**config.mk**
```make
export PLATFORM = sky130hd
export DESIGN_NAME = rc4_key_search_ctrl
export DESIGN_NICKNAME = d
export VERILOG_FILES = /design/src/rtl/rc4_key_search_ctrl.sv
export SDC_FILE = /design/constraint.sdc
export NUM_CORES = 1
export LEC_CHECK = 0
export CORE_MARGIN = 10
export CORE_UTILIZATION = 45
export CTS_CLUSTER_SIZE = 25
export DETAILED_ROUTE_END_ITERATION = 8
export PLACE_DENSITY = 0.78
export SLEW_MARGIN = 20
export SYNTH_ARGS = -nofsm -noshare
export SYNTH_HDL_FRONTEND = slang
export SYNTH_SLANG_ARGS = --single-unit
```
**constraint.sdc**
```tcl
create_clock -name clk -period 2.95 [get_ports clk]
set_clock_uncertainty 0.05 [all_clocks]
set_input_delay 0.59 -clock clk [delete_from_list [all_inputs] [get_ports clk]]
set_output_delay 0.59 -clock clk [all_outputs]
set_load 0.005 [all_outputs]
```
**src/rtl/rc4_key_search_ctrl.sv**
```systemverilog
// rc4_key_search_ctrl
//   Brute-force key-search sequencer for the RC4 decrypt core. It presents a
//   candidate key, launches one init/KSA/PRGA pass and waits for core_done.
//   It then scans the decrypted message memory for lowercase letters and
//   spaces. Depending on the result it moves on to the next key or stops.
//
// Ports:
//   clk        - system clock, rising edge
//   reset_n    - synchronous reset, ACTIVE HIGH despite the name
//   start      - begin/restart search at KEY_START (IDLE, FOUND, FAIL only)
//   abort      - drop the search and return to IDLE
//   secret_key - candidate key driven into the core
//   core_start - one-cycle launch pulse to the core
//   core_done  - one-cycle completion pulse from the core
//   d_addr     - decrypted-memory read address
//   d_q        - decrypted-memory read data (registered RAM, 1-cycle latency)
//   busy       - search in progress (LAUNCH through the check states)
//   found      - FOUND state; secret_key holds the winning key
//   failed     - FAIL state; keyspace exhausted
//
// Build option:
//   RC4_SEARCH_EARLY_EXIT_EN - defined: the first invalid byte rejects the key
//     immediately. Undefined (default): all MSG_LEN bytes are always read, so
//     every key takes a constant check time.
module rc4_key_search_ctrl #(
    parameter int KEY_BITS  = 22,
    parameter int KEY_START = 0,
    parameter int KEY_STEP  = 1,
    parameter int MSG_LEN   = 32
) (
    input  logic        clk,
    input  logic        reset_n,
    input  logic        start,
    input  logic        abort,
    output logic [23:0] secret_key,
    output logic        core_start,
    input  logic        core_done,
    output logic [4:0]  d_addr,
    input  logic [7:0]  d_q,
    output logic        busy,
    output logic        found,
    output logic        failed
);

    typedef enum logic [3:0] {
        IDLE      = 4'd0,
        LAUNCH    = 4'd1,
        WAIT_CORE = 4'd2,
        CHK_ADDR  = 4'd3,
        CHK_WAIT  = 4'd4,
        CHK_DATA  = 4'd5,
        NEXT_KEY  = 4'd6,
        FOUND     = 4'd7,
        FAIL      = 4'd8
    } state_t;

    localparam logic [23:0] KEY_INIT = 24'(KEY_START);

    state_t       state;
    logic [4:0]   idx;
    logic         byte_ok;
    logic         last_byte;
    logic [KEY_BITS:0] next_key;

    // One extra bit catches stepping past the top of the keyspace, so the
    // key never wraps back to a low value.
    assign next_key  = {1'b0, secret_key[KEY_BITS-1:0]} + (KEY_BITS+1)'(KEY_STEP);
    assign byte_ok   = ((d_q >= 8'h61) && (d_q <= 8'h7A)) || (d_q == 8'h20);
    assign last_byte = (idx == 5'(MSG_LEN - 1));

`ifndef RC4_SEARCH_EARLY_EXIT_EN
    logic bad;  // sticky: some byte of the current key was invalid
`endif

    always_ff @(posedge clk) begin
        if (reset_n) begin
            state      <= IDLE;
            secret_key <= KEY_INIT;
            core_start <= 1'b0;
            d_addr     <= '0;
            busy       <= 1'b0;
            found      <= 1'b0;
            failed     <= 1'b0;
            idx        <= '0;
`ifndef RC4_SEARCH_EARLY_EXIT_EN
            bad        <= 1'b0;
`endif
        end else begin
            core_start <= 1'b0;
            // abort outranks start, core_done and the final FOUND decision;
            // the key register is left as-is for display.
            if (abort) begin
                state  <= IDLE;
                busy   <= 1'b0;
                found  <= 1'b0;
                failed <= 1'b0;
            end else begin
                case (state)
                    IDLE, FOUND, FAIL: begin
                        if (start) begin
                            secret_key <= KEY_INIT;
                            core_start <= 1'b1;
                            busy       <= 1'b1;
                            found      <= 1'b0;
                            failed     <= 1'b0;
                            state      <= LAUNCH;
                        end
                    end
                    LAUNCH: state <= WAIT_CORE;
                    WAIT_CORE: begin
                        if (core_done) begin
                            idx   <= '0;
`ifndef RC4_SEARCH_EARLY_EXIT_EN
                            bad   <= 1'b0;
`endif
                            state <= CHK_ADDR;
                        end
                    end
                    CHK_ADDR: begin
                        d_addr <= idx;
                        state  <= CHK_WAIT;
                    end
                    CHK_WAIT: state <= CHK_DATA;
                    CHK_DATA: begin
`ifdef RC4_SEARCH_EARLY_EXIT_EN
                        if (!byte_ok) begin
                            state <= NEXT_KEY;
                        end else if (last_byte) begin
                            busy  <= 1'b0;
                            found <= 1'b1;
                            state <= FOUND;
                        end else begin
                            idx   <= idx + 5'd1;
                            state <= CHK_ADDR;
                        end
`else
                        if (last_byte) begin
                            if (bad || !byte_ok) begin
                                state <= NEXT_KEY;
                            end else begin
                                busy  <= 1'b0;
                                found <= 1'b1;
                                state <= FOUND;
                            end
                        end else begin
                            bad   <= bad | ~byte_ok;
                            idx   <= idx + 5'd1;
                            state <= CHK_ADDR;
                        end
`endif
                    end
                    NEXT_KEY: begin
                        if (next_key[KEY_BITS]) begin
                            busy   <= 1'b0;
                            failed <= 1'b1;
                            state  <= FAIL;
                        end else begin
                            secret_key <= 24'(next_key[KEY_BITS-1:0]);
                            core_start <= 1'b1;
                            state      <= LAUNCH;
                        end
                    end
                    default: state <= IDLE;
                endcase
            end
        end
    end

endmodule

```
**Word-level counts from Yosys, hierarchy flattened**

Cells that the tools add are included.

- Add/subtract/negate cells: 2
- $mul: 0
- Divide/modulo/power cells: 0
- $lt $le $gt $ge: 2
- Eq/ne operators: 17
- Shifts and indexed selects: 0
- Muxes and demuxes: 29
- Bitwise logic cells: 3
- Reduce and logical (&&, ||, !) cells: 18

Operator list:

| cell | number |
|---|---|
| 24-bit two-way mux | 2 |
| 24-bit one-hot mux with 2 select lines | 1 |
| 4-bit one-hot mux with 7 select lines | 1 |
| 22-bit by 1-bit adder with 23-bit output (second input constant) | 1 |
| 4-bit by 3-bit == test with 1-bit output (second input constant) | 4 |
| 4-bit two-way mux | 4 |
| 2-bit inequality test (second input constant) | 7 |
| 1-bit two-way mux | 13 |
| 4-bit AND reduction | 3 |
| 5-bit two-way mux | 2 |
| 5-bit one-hot mux with 2 select lines | 1 |
| 4-bit by 2-bit == test with 1-bit output (second input constant) | 2 |
| 8-bit by 6-bit == test with 1-bit output (second input constant) | 1 |
| 8-bit by 7-bit greater-or-equal comparator with 1-bit output (second input constant) | 1 |
| 8-bit by 7-bit less-or-equal comparator with 1-bit output (second input constant) | 1 |
| 1-bit one-hot mux with 2 select lines | 4 |
| 2-bit nonzero test | 3 |
| 5-bit by 1-bit adder with 5-bit output (second input constant) | 1 |
| 5-bit == test (second input constant) | 1 |
| 5-bit AND reduction | 1 |
| 4-bit by 1-bit == test with 1-bit output (second input constant) | 1 |
| 4-bit == test (second input constant) | 1 |
| 4-bit zero test | 1 |
| 2-bit AND reduction | 2 |
| 10 further kinds | 12 |

- Bits in registers: 43
- Bits in latches: 0
- Bits in writable memories: 0
- ROM bits: 0
- Input bits: 13
- Output and inout port bits: 33
- Word-level logic and storage cells: 80
- Memories kept: 0

**Logic depth before layout (Yosys ltp)**

- Depth after elaboration: 8
- Depth in mapped cells: 8
- Mapped depth without buffers: 8

**Least setup slack after synthesis**

OpenSTA, ideal clock, no wires.

- Path type: input port to flip-flop
- Start: in start
- End: reg secret_key[11]
- Library setup time: 0.072 ns
- Data arrival time: 2.042 ns
- Data required time: 2.828 ns
- Setup slack: 0.786 ns
- Stages on the path: 6
- Buffers on the path: 1
- Cell sequence: or4b_4 a31oi_4 o2111ai_2 buf_6 or3_1 a21oi_1

- Word-level cells in the longest chain between the ends: 2

Ends and longest elaborated chain:

| item | RTL line | RTL |
|---|---|---|
| start: declaration | 33 | `input logic start,` |
| 2-bit inequality test (no line) | - |  |
| 4-bit AND reduction (no line) | - |  |
| end signal: assignment | 158 | `secret_key <= 24'(next_key[KEY_BITS-1:0]);` |
| end: declaration | 35 | `output logic [23:0] secret_key,` |

No other way between the ends.
A chain may end at the register's enable or synchronous reset.

**Final worst setup path**

- Start: reg state[2]
- End: reg secret_key[17]

- Word-level cells in the longest chain between the ends: 4
- Elaborated cells between the ends (all ways): 10
- Those cells by class: eq/ne: 5; mux: 1; reduce/logical: 4

Ends and longest elaborated chain:

| item | RTL line | RTL |
|---|---|---|
| start: declaration | 59 | `state_t state;` |
| start signal: assignment | 77 | `state <= IDLE;` |
| start signal: assignment | 93 | `state <= IDLE;` |
| start signal: assignment | 106 | `state <= LAUNCH;` |
| 4-bit by 3-bit == test with 1-bit output, or another cell as far along | 98 | `case (state)` |
| 3-bit OR reduction | 98 |  |
| 2-bit inequality test (no line) or 2-bit nonzero test (tied branches) | - |  |
| 4-bit AND reduction (no line) | - |  |

Several ways; a longest one is shown, not always the timed one.

==> results by group <==
Floorplanning
  • Die area: 7960 µm²
  • Io pins: 46
  • Initial Util: 45.9%
  • Core area: about 4700 µm²
  • Chip Height: 89.2 µm
  • Die width: 89.2 µm
  • # rows: 25

Yosys
  • Top-area cell type share of the netlist area: 38.1%
  • Seq/Total Area, Yosys: about two fifths
  • Cell Area, Synth: 2160 µm²
  • Post-synthesis register bit count: 41
  • Syn avg cell area: 8.36 µm²
  • Netlist cell types: 53
  • Post-Synthesis Cells: 258
  • Synth Flop Type: dfxtp_1
  • Post-synth top area cell: dfxtp_1
  • Number of synthesis warnings: 0
  • Number of flops mapped to enable cells by yosys: 0
  • Async set-reset flop share out of synthesis: 0%
  • Ranking of synthesized cells by area: dfxtp_1 38%, a21oi_1 5.1%, nor2_1 4.4%, o21ai_0 3.9%, or3_1 3.8%

Clock network
  • Clk pin slew, worst setup/hold paths: approximately 0.080 ns
  • Cts hold-fix bufs: 0
  • Clock Latency Late Sink: roughly 0.28 ns
  • Post_cts resized: 0
  • CTS H-tree lvls: 2
  • Clk sinks: 41
  • Post-CTS Setup Bufs: 0
  • Total CTS buffers: 5
  • Max Buffers Root-to-Sink: 2
  • CTS tree: built
  • CTS root buffer: clkbuf_8

STA
  • Final WS setup: 0.350 ns
  • Min Hold Slack: 0.407 ns
  • Final period utilization: 88.1%
  • Worst-Margin Slew: 0.613 ns
  • Final slew viol count: 0
  • RSZ-0062 raised after global routing: no
  • Max Clock Freq: slightly below 400 MHz
  • Final setup viols: 0
  • Rel. slew slack: about three fifths
  • Final Hold Fails: 0
  • Tmin final: 2.60 ns
  • Final TNS setup: 0 ns

Global route
  • First-pass GRT wire length: 8610 µm
  • Initial antenna violation count: 0
  • All-Layer GR Usage: 13.1%
  • Largest net degree at the start of global routing: 19
  • Vias in the first global route: 1851
  • Total grt overflow: 0

Cells and area
  • Nets: 317
  • Commonest non-fill, non-tap cells in the layout: 43 x clkdlybuf4s50_1, 41 x dfxtp_1, 25 x nor2_1
  • Most common cell after layout, fill and taps aside: clkdlybuf4s50_1
  • Non-Filler Instances: roughly 360
  • Fin util: 57.9%
  • Layout area overhead: 26.1%
  • # diodes: 0
  • Share of layout cells above drive strength 1: 7.28%
  • FILL cells: between 400 and 500

Setup path
  • R2R depth: 5
  • Worst EP arrival: 2.77 ns
  • CP Launch Type: flip-flop
  • CP Capture Type: flip-flop
  • Crit path kind: reg2reg
  • Largest fanout on the critical path: 17
  • Worst endpoint required time: 3.12 ns

Min path
  • Hold Path Class: reg2reg
  • Worst hold stages: 2

Placement
  • Placed Cells: 348
  • Routability cong.: 0.846
  • Final HPWL DP: slightly below 4000 µm
  • Port bufs: 43
  • Pre-CTS WS: approximately 0.13 ns

Power
  • Comb power frac: 7.7%
  • Sw frac: 23.3%
  • Psw: 0.000232 W
  • Peak supply drop: 0.216 mV
  • Pint: 0.000761 W
  • Power per cell area: 365 nW/µm²
  • Clock Power Share: between 30% and 40%
  • Sequential power share: 56.3%
  • P_leak: around 0.89 nW

Drt
  • Via count: 2038
  • DRT iter0 DRCs: 228
  • Residual DRC: 0
  • DRT Pass-1 Iters: 5
  • Antenna-violating nets left: 0
  • DR WL/cell: 14.2 µm
  • Routed vias/inst: 5.72
  • Final wirelength: roughly 5100 µm

Status
  • Status: completed

Job
  • Max_cap viols: 0
-- worst paths after layout --
kind	start	to	slack, ns
setup / recovery	state[2]	secret_key[17]	0.35
hold / removal	failed	failed	0.41
setup reg to reg	state[2]	secret_key[17]	0.35
hold reg to reg	failed	failed	0.41
-- power groups by stage --
stage	clock network, W	registers, W	logic, W
4_1_cts	0.000366	0.000559	0.0000768
3_3_place_gp	0	0.000572	0.0000758
2_1_floorplan	0	0.000570	0.0000433
5_1_grt	0.000392	0.000560	0.0000847
6_report	0.000357	0.000559	0.0000769
3_5_place_dp	0	0.000572	0.0000764
-- synth_stat cells (2+ instances only) --
library cell and count:
dfxtp_1 41, nor2_1 25, a21oi_1 22, nand2_1 17
o21ai_0 17, or3_1 13, nand3_1 10, clkbuf_1 9
mux2i_1 8, nor3_1 8, and3_1 6, inv_1 6
nand4_1 5, o2111ai_1 5, xor2_1 5, or4_1 4
ha_1 3, nor4bb_1 3, o211a_1 3, o211ai_1 3
o21a_1 3, or2_2 3, and2_1 2, buf_4 2
buf_6 2, nand2b_1 2, nand4b_1 2, nor2b_1 2
o21ai_1 2, o31ai_1 2
-- per-layer routing --
metal	up-vias	track usage [%]	part of all wire [%]
li1	1037	-	-
met5	-	0	0
met3	5	3.83	7.2
met2	53	20.9	47
met1	943	16.9	45
met4	0	3.47	0.89
-- registers in the layout (all words and copies together) (netlist names) --
name        cells
secret_key     22
idx             5
found           1
bad             1
busy            1
core_start      1
d_addr          5
state           4
failed          1
-- cell type report --
cell class	count	area (µm²)	share of cell area [%]
Timing Repair Buffer	50	483	17.8
Clock inverter	2	15.0	0.552
Tap cell	54	67.6	2.49
Sequential cell	41	821	30.2
Multi-Input combinational cell	197	1240	45.5
Clock buffer	6	72.6	2.67
Inverter	6	22.5	0.829
-- cells by family (layout without fill, tap and decap cells) --
kind of cell    Yosys count  in the layout  share of synthesized area, %
simple gates            108            108                          27.4
compound gates           69             69                          21.2
flops                    41             41                          38.1
buf+inv                  21             64                          4.76
mux                       9              9                          4.24
xor+xnor                  6              6                          2.44
fa+ha+maj                 3              3                          1.74
other cells               1              2                         0.174
-- worst max-delay path, cell delays in order (launching register included) --
cell and delay, ns:
dfxtp_1 0.63, nand4bb_1 0.32, or4_1 0.70, o2111ai_2 0.47, o21ai_0 0.20, a21oi_1 0.16
-- metrics by stage --
| step | power, W | area (µm²) |
|---|---|---|
| final | 0.000993 | 2720 |
| after global routing | 0.00104 | 2720 |
| after CTS | 0.00100 | 2720 |
| after detailed placement | 0.000649 | 2630 |
| after global placement | 0.000648 | 2630 |
| after floorplan | 0.000614 | 2160 |
No activity file was read; power rests on OpenSTA's default activity.
